**src/rtl/cmp_serial.sv**
```systemverilog
// cmp_serial: multi-cycle MSB-first chunked magnitude comparator.
// Operands are latched on an input valid/ready handshake, compared one
// CHUNK-bit slice per cycle starting at the MSB slice, and the one-hot
// eq/gt/lt result is presented on an output valid/ready handshake.
// The compare stops at the first slice that differs.
module cmp_serial #(
    parameter int W         = 32,
    parameter int CHUNK     = 8,
    parameter int IS_SIGNED = 1
) (
    input  logic         clk,
    input  logic         rst,
    input  logic         i_vld,
    input  logic [W-1:0] i_a,
    input  logic [W-1:0] i_b,
    output logic         o_rdy,
    output logic         o_vld,
    input  logic         i_rdy,
    output logic         o_eq,
    output logic         o_gt,
    output logic         o_lt
);

    localparam int N  = W / CHUNK;
    localparam int IW = (N > 1) ? $clog2(N) : 1;
    localparam logic [IW-1:0] LAST_IDX = IW'(N - 1);
    // Flipping the sign bit of both operands maps two's-complement order
    // onto unsigned order, so the slice compare is always unsigned.
    localparam logic [W-1:0] BIAS = (IS_SIGNED != 0) ? {1'b1, {(W-1){1'b0}}} : '0;

    generate
        if ((CHUNK < 1) || (CHUNK > W) || ((W % CHUNK) != 0)) begin : g_bad_param
            $error("cmp_serial: W must be a non-zero multiple of CHUNK and CHUNK <= W");
        end
    endgenerate

    typedef enum logic [1:0] {
        IDLE = 2'd0,
        BUSY = 2'd1,
        DONE = 2'd2
    } state_t;

    state_t         state_reg, state_next;
    logic [W-1:0]   a_reg, a_next;
    logic [W-1:0]   b_reg, b_next;
    logic [IW-1:0]  idx_reg, idx_next;
    logic           eq_reg, eq_next;
    logic           gt_reg, gt_next;
    logic           lt_reg, lt_next;

    // Slice 0 is the most significant CHUNK bits.
    logic [CHUNK-1:0] a_slice [N];
    logic [CHUNK-1:0] b_slice [N];

    genvar gi;
    generate
        for (gi = 0; gi < N; gi++) begin : g_slice
            assign a_slice[gi] = a_reg[W-1-gi*CHUNK -: CHUNK];
            assign b_slice[gi] = b_reg[W-1-gi*CHUNK -: CHUNK];
        end
    endgenerate

    logic [CHUNK-1:0] cur_a;
    logic [CHUNK-1:0] cur_b;
    assign cur_a = a_slice[idx_reg];
    assign cur_b = b_slice[idx_reg];

    // State, operand copies, slice index and result flags.
    always_ff @(posedge clk or posedge rst) begin
        if (rst) begin
            state_reg <= IDLE;
            a_reg     <= '0;
            b_reg     <= '0;
            idx_reg   <= '0;
            eq_reg    <= 1'b0;
            gt_reg    <= 1'b0;
            lt_reg    <= 1'b0;
        end else begin
            state_reg <= state_next;
            a_reg     <= a_next;
            b_reg     <= b_next;
            idx_reg   <= idx_next;
            eq_reg    <= eq_next;
            gt_reg    <= gt_next;
            lt_reg    <= lt_next;
        end
    end

    // Next-state and datapath update; flags change only when entering DONE.
    always_comb begin
        state_next = state_reg;
        a_next     = a_reg;
        b_next     = b_reg;
        idx_next   = idx_reg;
        eq_next    = eq_reg;
        gt_next    = gt_reg;
        lt_next    = lt_reg;
        case (state_reg)
            IDLE: begin
                if (i_vld) begin
                    a_next     = i_a ^ BIAS;
                    b_next     = i_b ^ BIAS;
                    idx_next   = '0;
                    state_next = BUSY;
                end
            end
            BUSY: begin
                if (cur_a != cur_b) begin
                    gt_next    = (cur_a > cur_b);
                    lt_next    = ~(cur_a > cur_b);
                    eq_next    = 1'b0;
                    state_next = DONE;
                end else if (idx_reg == LAST_IDX) begin
                    eq_next    = 1'b1;
                    gt_next    = 1'b0;
                    lt_next    = 1'b0;
                    state_next = DONE;
                end else begin
                    idx_next = idx_reg + 1'b1;
                end
            end
            DONE: begin
                if (i_rdy) begin
                    state_next = IDLE;
                end
            end
            default: begin
                state_next = IDLE;
            end
        endcase
    end

    assign o_rdy = (state_reg == IDLE);
    assign o_vld = (state_reg == DONE);
    assign o_eq  = eq_reg;
    assign o_gt  = gt_reg;
    assign o_lt  = lt_reg;

endmodule

```
**config.mk**
```make
export PLATFORM = sky130hd
export DESIGN_NAME = cmp_serial
export DESIGN_NICKNAME = d
export VERILOG_FILES = /design/src/rtl/cmp_serial.sv
export SDC_FILE = /design/constraint.sdc
export NUM_CORES = 1
export LEC_CHECK = 0
export BUFFER_PORTS_ARGS = -buffer_cell sky130_fd_sc_hd__buf_2
export CORE_AREA = 2 2 70 99
export CTS_BUF_LIST = sky130_fd_sc_hd__clkbuf_4 sky130_fd_sc_hd__clkbuf_8
export DETAILED_ROUTE_END_ITERATION = 7
export DIE_AREA = 0 0 72 101
export PLACE_DENSITY_LB_ADDON = 0.3
export SLEW_MARGIN = 20
export SYNTH_ARGS = -nofsm -noshare
export SYNTH_HDL_FRONTEND = slang
export SYNTH_SLANG_ARGS = --single-unit
```
**constraint.sdc**
```tcl
create_clock -name clk -period 3 [get_ports clk]
set_input_delay 0.3 -clock clk [delete_from_list [all_inputs] [get_ports clk]]
set_output_delay 0.3 -clock clk [all_outputs]
set_load 0.05 [all_outputs]
```
==> results.cfg, run 1 <==
[clocking]
clkTransAtPathRegs_ps = 70
cts_inserted_buffers = 9
cts_setup_buffers = 0
h-tree-depth = 3
clk_latency_ps = 340
ctsResizeCount = 0
holdBufCountCts = 0
cts_tree = done
cts.path.max_buffers = 2
cts_num_sinks = 71
cts-root-buf = clkbuf_8

[logic_synthesis]
synth_compound_area_share_pct = 3.59
ys_ff_latch = 71
synth_top_family_by_area = multiplexers
yosysWarnings = 0
synth.cell_area_um2 = 3410
synth_area_leaders = dfrtp_1 52%, mux2_2 12%, mux2_4 11%, mux4_2 11%, ha_1 3.3%
synthFlopType = dfrtp_1
synth_commonest_cells = 71 x dfrtp_1, 37 x mux2_2, 25 x mux2_4, 16 x mux4_2, 10 x inv_1
synth_top_area_share_pct = 52.0
synth.avg_cell_area_um2 = 15.5
syn_nets = 298
synthSimpleGateAreaFrac_pct = 3.37
synthMuxAreaShare_pct = 33.7
synth_adder_area_share_pct = 3.30
synth_cell_types = 29
synth_xor_area_share_pct = 0
synth_edf_count = 0
seq_area_frac_synth_pct = 52.0
synthMostInstantiatedCell = dfrtp_1
syn_inst = 221
async_flop_share_pct = 100
synth_top_area_cell = dfrtp_1

[setup_path]
start_kind = flip-flop
regToRegSetupSlack_ps = 520
slowest_stage = mux4_2
crit_chain = buf_12 > mux4_2 > ha_1 > nand4_1 > or3_1 > o311ai_2
cpPeakStageDelay_ps = 520
cp.arrival_ps = 2730
crit_family = simple AND/OR/NAND/NOR gates
cp_num_cells = 6
path_class = flip-flop to flip-flop
timing.critical_path.buf_inv = 1
r2r_cells = 6
end_kind = flip-flop
critPathMaxFanout = 20
cp.required_ps = 3250

[global_route]
antenna_found_initial = 0
grt_pass1_wl_um = 10100
track_usage_pct = 18.6
globalRoute.totalOverflow = 0
grt_pass1_vias = 2184
grt_max_degree = 72

[die]
rows = 35
die_area_um2 = 7270
coreArea_um2 = 6440
die_x_um = 72
dieHeight_um = 101
initial_core_util_pct = 53.0
io_pins = 73

[sta]
finalHoldViolations = 0
worst_slew_pin_slew_ps = 880
rsz0062_at_grt = no
period_share_pct = 82.8
max_freq_mhz = 403
maxSlewViolCount = 0
relSlewSlack_pct = 41.3
fin_worst_skew_ps = 6.29
fin_tns_setup_ps = 0
min_period_ps = 2480
setup_violations = 0

[detailed_routing]
drt_wl_total_um = 6020
drc = 0
routed.top_layer = met4
wl_met3_um = 228
met2_length_um = 3000
avgRoutedWirePerCell_um = 16.1
wl_met1_um = 2660
via_per_inst = 5.44
detail-route-antenna-nets = 0
via_count = 2034
firstDrtPassIters = 4
drtIter0Drc = 150

[min_path]
worstHoldPathCells = 2
hold_class = input pin to flip-flop

[final_layout]
fin_nets = 372
utilization_pct = 62.6
drive_gt1_share_pct = 58.0
fillerInstances = 498
diodes = 0
multi_input_area_um2 = 1500
area_delta_synth_final_pct = 18.0
regArea_um2 = 1780

[power_and_ir_drop]
leakage_nw = 1.85
power_density_nw_per_um2 = 1000
ir_worst_vdd_v = 0.000420

[placement]
dp_hpwl_um = 4240
portBuffers = 72
gp_congestion = 0.819

[flow_run]
max_cap_violations = 0

[outcome]
status = finished clean
==> placed cells by master, fill, tap and decap left out, types with 3 or more instances in the layout <==
master / synthesis / layout
buf_2: 6 / 72
dfrtp_1: 71 / 71
mux2_2: 37 / 37
mux2_4: 25 / 25
mux4_2: 16 / 16
clkbuf_8: 0 / 10
inv_1: 10 / 9
ha_1: 9 / 9
a21oi_1: 8 / 8
nor2_1: 5 / 5
nand2_1: 5 / 5
clkbuf_4: 0 / 3
==> cells by family after synthesis <==
family,count (synthesis)
compound gates,18
simple gates,22
flops,71
fa+ha+maj,9
buf+inv,23
mux,78
==> per-stage QoR <==
step / power, mW / setup WS (ps) / cells / instance area (µm²) / hold WS (ps)
finish: 4.03 / 516 / 374 / 4030 / 116
global route: 4.30 / 416 / 374 / 4030 / 110
CTS: 4.07 / 498 / 374 / 4030 / 110
detailed placement: 3.29 / 519 / 358 / 3820 / 477
global placement: 3.24 / 588 / 358 / 3820 / 467
floorplan: 2.96 / 350 / 221 / 3410 / 385
==> worst register-to-register path, delay by kind of cell (launching register included) <==
kind	cells	cell delay, ps
AOI/OAI and AO/OA	1	290
adders and majority gates	1	320
buffers and inverters	1	200
DFF	1	380
muxes	1	530
and+or+nand+nor	2	670
==> per-layer routing <==
layer,vias to the layer above,global-route usage [%]
met3,12,3.70
met5,-,0
met1,1019,25.0
met2,48,29.1
met4,0,9.14
li1,955,-
==> power by group <==
group          internal, mW  switching, mW
Sequential             1.43          0.263
Combinational         0.908          0.654
Clock                 0.434          0.343
Total                  2.77           1.26
==> layout make-up <==
cell class                      count  area share [%]
Clock buffer                       13            3.98
Clock inverter                      3            1.06
Inverter                           10           0.932
Multi-Input combinational cell    127            37.3
Sequential cell                    71            44.1
Tap cell                           74            2.30
Timing Repair Buffer               76            10.3
==> worst paths after layout <==
check	from	endpoint
max	idx_reg[0]	idx_reg[0]
min	i_a[31]	a_reg[31]
max reg2reg	idx_reg[0]	idx_reg[0]
min reg2reg	a_reg[12]	a_reg[12]
max in group asynchronous	rst	b_reg[20]
min in group asynchronous	rst	b_reg[9]
(Power assumes the default switching activity.)
==> inputs of run 2 (changes only) <==
--- a/config.mk
+++ b/config.mk
@@ -5,11 +5,12 @@
 export SDC_FILE = /design/constraint.sdc
 export NUM_CORES = 1
 export LEC_CHECK = 0
+export ABC_AREA = 1
 export BUFFER_PORTS_ARGS = -buffer_cell sky130_fd_sc_hd__buf_2
-export CORE_AREA = 2 2 70 99
+export CORE_AREA = 2 2 74 105
 export CTS_BUF_LIST = sky130_fd_sc_hd__clkbuf_4 sky130_fd_sc_hd__clkbuf_8
 export DETAILED_ROUTE_END_ITERATION = 7
-export DIE_AREA = 0 0 72 101
+export DIE_AREA = 0 0 76 107
 export PLACE_DENSITY_LB_ADDON = 0.3
 export SLEW_MARGIN = 20
 export SYNTH_ARGS = -nofsm -noshare
==> constraint.sdc (replaced) <==
create_clock -name clk -period 2.1 [get_ports clk]
set_input_delay 0.21 -clock clk [delete_from_list [all_inputs] [get_ports clk]]
set_output_delay 0.21 -clock clk [all_outputs]
set_load 0.05 [all_outputs]
==> results.cfg, run 2 <==
[detailed_routing]
via_per_inst = 5.14
firstDrtPassIters = 4
drt_wl_total_um = 7170
via_count = 2462
detail-route-antenna-nets = 0
avgRoutedWirePerCell_um = 15.0
drc = 0
drtIter0Drc = 160

[sta]
fin_hold_ws_ps = 41.7
setup_slack_ps = 145
setup_violations = 0
finalHoldViolations = 0
worst_slew_pin_slew_ps = 529
maxSlewViolCount = 0
period_share_pct = 93.1
max_freq_mhz = 512
rsz0062_at_grt = no
fin_tns_setup_ps = 0
min_period_ps = 1950
fin_worst_skew_ps = 9.42
relSlewSlack_pct = 64.7

[clocking]
cts_tree = done
cts.path.max_buffers = 2
clk_latency_ps = 360
h-tree-depth = 3
cts_num_sinks = 71
cts_inserted_buffers = 9
cts_setup_buffers = 0
cts-root-buf = clkbuf_8
clkTransAtPathRegs_ps = 80

[power_and_ir_drop]
power_mw = 6.06
power_density_nw_per_um2 = 1390
ir_worst_vdd_v = 0.000627
leakage_nw = 2.26

[logic_synthesis]
synth.avg_cell_area_um2 = 12.0
ys_ff_latch = 71
synth.cell_area_um2 = 3590
seq_area_frac_synth_pct = 49.5
synthSimpleGateAreaFrac_pct = 9.17
syn_nets = 376
synth_commonest_cells = 71 x dfrtp_1, 60 x mux2_4, 45 x nand2_1, 25 x nor2_1, 20 x o21ai_0
synth_edf_count = 0
synth_adder_area_share_pct = 3.14
synth_top_family_by_area = multiplexers
synth_xor_area_share_pct = 0
synthMostInstantiatedCell = dfrtp_1
synthMuxAreaShare_pct = 25.4
async_flop_share_pct = 100
synth_area_leaders = dfrtp_1 50%, mux2_4 25%, nand2_1 4.7%, ha_1 3.1%, o21ai_0 2.8%
synth_top_area_share_pct = 49.5
synth_cell_types = 20
syn_inst = 299
yosysWarnings = 0
synth_compound_area_share_pct = 8.26
synth_top_area_cell = dfrtp_1
synthFlopType = dfrtp_1

[die]
rows = 37
die_area_um2 = 8130
io_pins = 73
die_x_um = 76
dieHeight_um = 107
initial_core_util_pct = 50.0
coreArea_um2 = 7180

[global_route]
globalRoute.totalOverflow = 0
grt_pass1_wl_um = 11800
grt_use_met3_pct = 4.55
grt_pass1_vias = 2437
grt-busiest-layer = met2
met1_usage_pct = 24.5
track_usage_pct = 18.7
grt_max_degree = 72
antenna_found_initial = 0
use_met2_pct = 29.1

[placement]
dp_cells = 460
gp_congestion = 0.739
placed_area_um2 = 4060
portBuffers = 72
post-place-ws_ps = 49.9
dp_hpwl_um = 4970

[min_path]
hold_class = input pin to flip-flop

[final_layout]
layout_commonest_cell = buf_2
fin_nets = 454
drive_gt1_share_pct = 44.8
utilization_pct = 60.9
area_delta_synth_final_pct = 21.8
diodes = 0
final_cell_mix = 72 x buf_2, 70 x dfrtp_1, 60 x mux2_4
layout.cells.non_filler = 479
finish.instance_area_um2 = 4370

[setup_path]
crit_top_cell = nand2_1
end_kind = flip-flop
crit_chain = inv_4 > clkbuf_16 > nand2_1 > a32o_1 > ha_1 > nand2_1 > nor2_2 > nand2_2 > nand2_2 > inv_1 > nand3_1 > nand2_1
slowest_stage = dfrtp_2
cp.required_ps = 2350
cpPeakStageDelay_ps = 450
cp.arrival_ps = 2210
critPathMaxFanout = 6
path_class = flip-flop to flip-flop
start_kind = flip-flop

[outcome]
status = finished clean

[flow_run]
max_cap_violations = 0
==> run 2: cell count changes after synthesis, moves of 8 or more <==
| cell | change |
|---|---|
| mux2_4 | +35 |
| mux4_2 | -16 |
| nand2_1 | +40 |
| nor2_1 | +20 |
| mux2_2 | -36 |
| o21ai_0 | +18 |
| o22ai_1 | +8 |
==> run 2: kinds of logic (layout without fill, tap and decap cells) <==
| family | Yosys count | count (layout) |
|---|---|---|
| multiplexers | 61 | 61 |
| buffers and inverters | 29 | 112 |
| AO/OA/AOI/OAI | 49 | 49 |
| adder cells (fa/ha/maj) | 9 | 9 |
| AND/OR/NAND/NOR | 80 | 80 |
| flip-flops | 71 | 71 |
==> run 2: timing repair <==
item,CTS,global route
gates resized for setup,0,16
endpoints found under the hold margin,71,0
setup endpoints to repair,0,6
hold buffers,1,0
==> run 2: critical path: cells and delay by family, from the launching register on <==
family / cells / cell delay, ps
buffers and inverters: 3 / 340
adder cells (fa/ha/maj): 1 / 290
flip-flops: 1 / 450
AND/OR/NAND/NOR: 7 / 550
AO/OA/AOI/OAI: 1 / 210
==> run 2: final cells by class <==
cell class,count,area [µm²]
fillers,573,2810
flip-flops and latches,71,1780
inverters,12,47.5
clock inverters,6,70.1
well taps,97,121
clock buffers,10,138
repair buffers,84,537
multi-input cells,199,1680
==> run 2: power breakdown <==
group | internal [mW] | switching (mW)
Sequential | 2.04 | 0.456
Combinational | 1.42 | 1.02
Clock | 0.584 | 0.540
==> run 2: worst paths after layout <==
check	start	to	slack, ps	cells after the start
max	idx_reg[0]	o_lt	150	12
min	i_a[31]	a_reg[31]	40	2
max reg2reg	idx_reg[0]	o_lt	150	12
min reg2reg	a_reg[24]	a_reg[24]	510	2
max in group asynchronous	rst	idx_reg[0]	1310	4
min in group asynchronous	rst	b_reg[17]	450	4
==> run 2: layer usage <==
layer | up-vias | part of all wire [%]
met4 | 0 | 2.7
met3 | 15 | 4.0
li1 | 1196 | -
met5 | - | 0
met2 | 59 | 49
met1 | 1192 | 44
==> inputs of run 3 (changes only) <==
--- a/config.mk
+++ b/config.mk
@@ -11,7 +11,7 @@
 export CTS_BUF_LIST = sky130_fd_sc_hd__clkbuf_4 sky130_fd_sc_hd__clkbuf_8
 export DETAILED_ROUTE_END_ITERATION = 7
 export DIE_AREA = 0 0 76 107
-export PLACE_DENSITY_LB_ADDON = 0.3
+export PLACE_DENSITY = 0.76
 export SLEW_MARGIN = 20
 export SYNTH_ARGS = -nofsm -noshare
 export SYNTH_HDL_FRONTEND = slang
==> results.cfg, run 3 (synthesis results as in run 2) <==
[detailed_routing]
drc = 0
via_per_inst = 5.14
avgRoutedWirePerCell_um = 15.6
firstDrtPassIters = 4
detail-route-antenna-nets = 0
drtIter0Drc = 141
via_count = 2484
drt_wl_total_um = 7540

[die]
rows = 37
dieHeight_um = 107
io_pins = 73
die_x_um = 76
initial_core_util_pct = 50.0
die_area_um2 = 8130
coreArea_um2 = 7180

[setup_path]
timing.critical_path.buf_inv = 2
end_kind = flip-flop
r2r_end = idx_reg[1]
slowest_stage = dfrtp_2
cp.required_ps = 2350
r2r_start = idx_reg[0]
r2r_cells = 10
crit_chain = inv_4 > clkbuf_16 > nand2_1 > a32o_1 > ha_4 > nand2_2 > nor2_4 > nand4_1 > nand3_1 > nand2_1
cpPeakStageDelay_ps = 450
cp.arrival_ps = 2200
critPathMaxFanout = 6
start_kind = flip-flop
path_class = flip-flop to flip-flop
crit_top_cell = nand2_1
regToRegSetupSlack_ps = 150
crit_family = simple AND/OR/NAND/NOR gates

[min_path]
hold_path_end = b_reg[31]
hold_class = input pin to flip-flop
worstHoldPathCells = 2
min_from = i_b[31]

[global_route]
antenna_found_initial = 0
grt_pass1_vias = 2662
grt_max_degree = 30
globalRoute.totalOverflow = 0
track_usage_pct = 20.3
grt_pass1_wl_um = 12700

[sta]
setup_violations = 0
maxSlewViolCount = 0
fin_tns_setup_ps = 0
finalHoldViolations = 0
fin_hold_ws_ps = 40.2
fin_worst_skew_ps = 7.26
max_freq_mhz = 512
worst_slew_pin_slew_ps = 505
rsz0062_at_grt = no
period_share_pct = 93.0
min_period_ps = 1950
relSlewSlack_pct = 66.3

[clocking]
clkTransAtPathRegs_ps = 80
cts_tree = done
cts-root-buf = clkbuf_8
h-tree-depth = 3
cts.path.max_buffers = 2
cts_num_sinks = 71
clk_latency_ps = 350
cts_inserted_buffers = 9

[power_and_ir_drop]
power_mw = 6.28
power_density_nw_per_um2 = 1410
ir_worst_vdd_v = 0.000859
leakage_nw = 2.31

[placement]
placed_area_um2 = 4110
gp_congestion = 0.787
portBuffers = 72
dp_hpwl_um = 5540

[final_layout]
fin_nets = 458
drive_gt1_share_pct = 46.1
finish.instance_area_um2 = 4460
final_cell_mix = 72 x buf_2, 70 x dfrtp_1, 60 x mux2_4
utilization_pct = 62.1
diodes = 0
area_delta_synth_final_pct = 24.2
layout_commonest_cell = buf_2

[outcome]
status = finished clean

[flow_run]
max_cap_violations = 0
[run 3: changes by cell type in the layout (fill, tap and decap cells not counted), sizes merged]
| cell | previous run | this run |
|---|---|---|
| clkinvlp | 3 | 0 |
| buf | 81 | 85 |
| clkinv | 2 | 4 |
| bufinv | 1 | 2 |
[run 3: how the worst max path moves through the flow]
stage / from / end / slack [ps] / depth (start not counted)
after floorplan: rst / a_reg[0] / 90 / 1
after global placement: idx_reg[0] / o_lt / 180 / 12
after detailed placement: idx_reg[0] / o_lt / 70 / 12
after CTS: idx_reg[0] / o_lt / 70 / 12
after global routing: idx_reg[0] / idx_reg[1] / 6 / 10
final: idx_reg[0] / idx_reg[1] / 150 / 10
[run 3: layer usage]
| layer | wire, µm | GRT usage [%] | vias to the layer above |
|---|---|---|---|
| met3 | 314 | 5.22 | 12 |
| met5 | 0 | 0 | - |
| li1 | - | - | 1201 |
| met4 | 161 | 8.96 | 0 |
| met1 | 3190 | 23.6 | 1204 |
| met2 | 3880 | 35.5 | 67 |
[run 3: final cells by class]
class,instances,area (µm²)
inverters,12,47.5
multi-input cells,199,1700
well taps,97,121
clock inverters,6,83.8
clock buffers,10,138
fillers,562,2720
repair buffers,88,588
flip-flops and latches,71,1780
[run 3: power by group]
group | total [mW] | leakage [nW] | switching, mW | internal (mW)
combinational | 2.58 | 1.36 | 1.09 | 1.49
sequential | 2.49 | 0.838 | 0.454 | 2.04
clock | 1.21 | 0.116 | 0.517 | 0.696
total | 6.28 | 2.31 | 2.06 | 4.23
[run 3: through the flow]
stage | worst slack (ps) | cells
6_report | 146 | 483
5_1_grt | 5.68 | 483
4_1_cts | 67.9 | 480
3_5_place_dp | 68.6 | 463
3_3_place_gp | 175 | 463
2_1_floorplan | 93.4 | 299
[run 3: timing repair]
action | 4_1_cts | 5_1_grt
setup buffers | 0 | 1
setup endpoints to repair | 0 | 6
resized for setup | 0 | 17
hold buffers | 1 | 0
hold endpoints to repair | 20 | 0
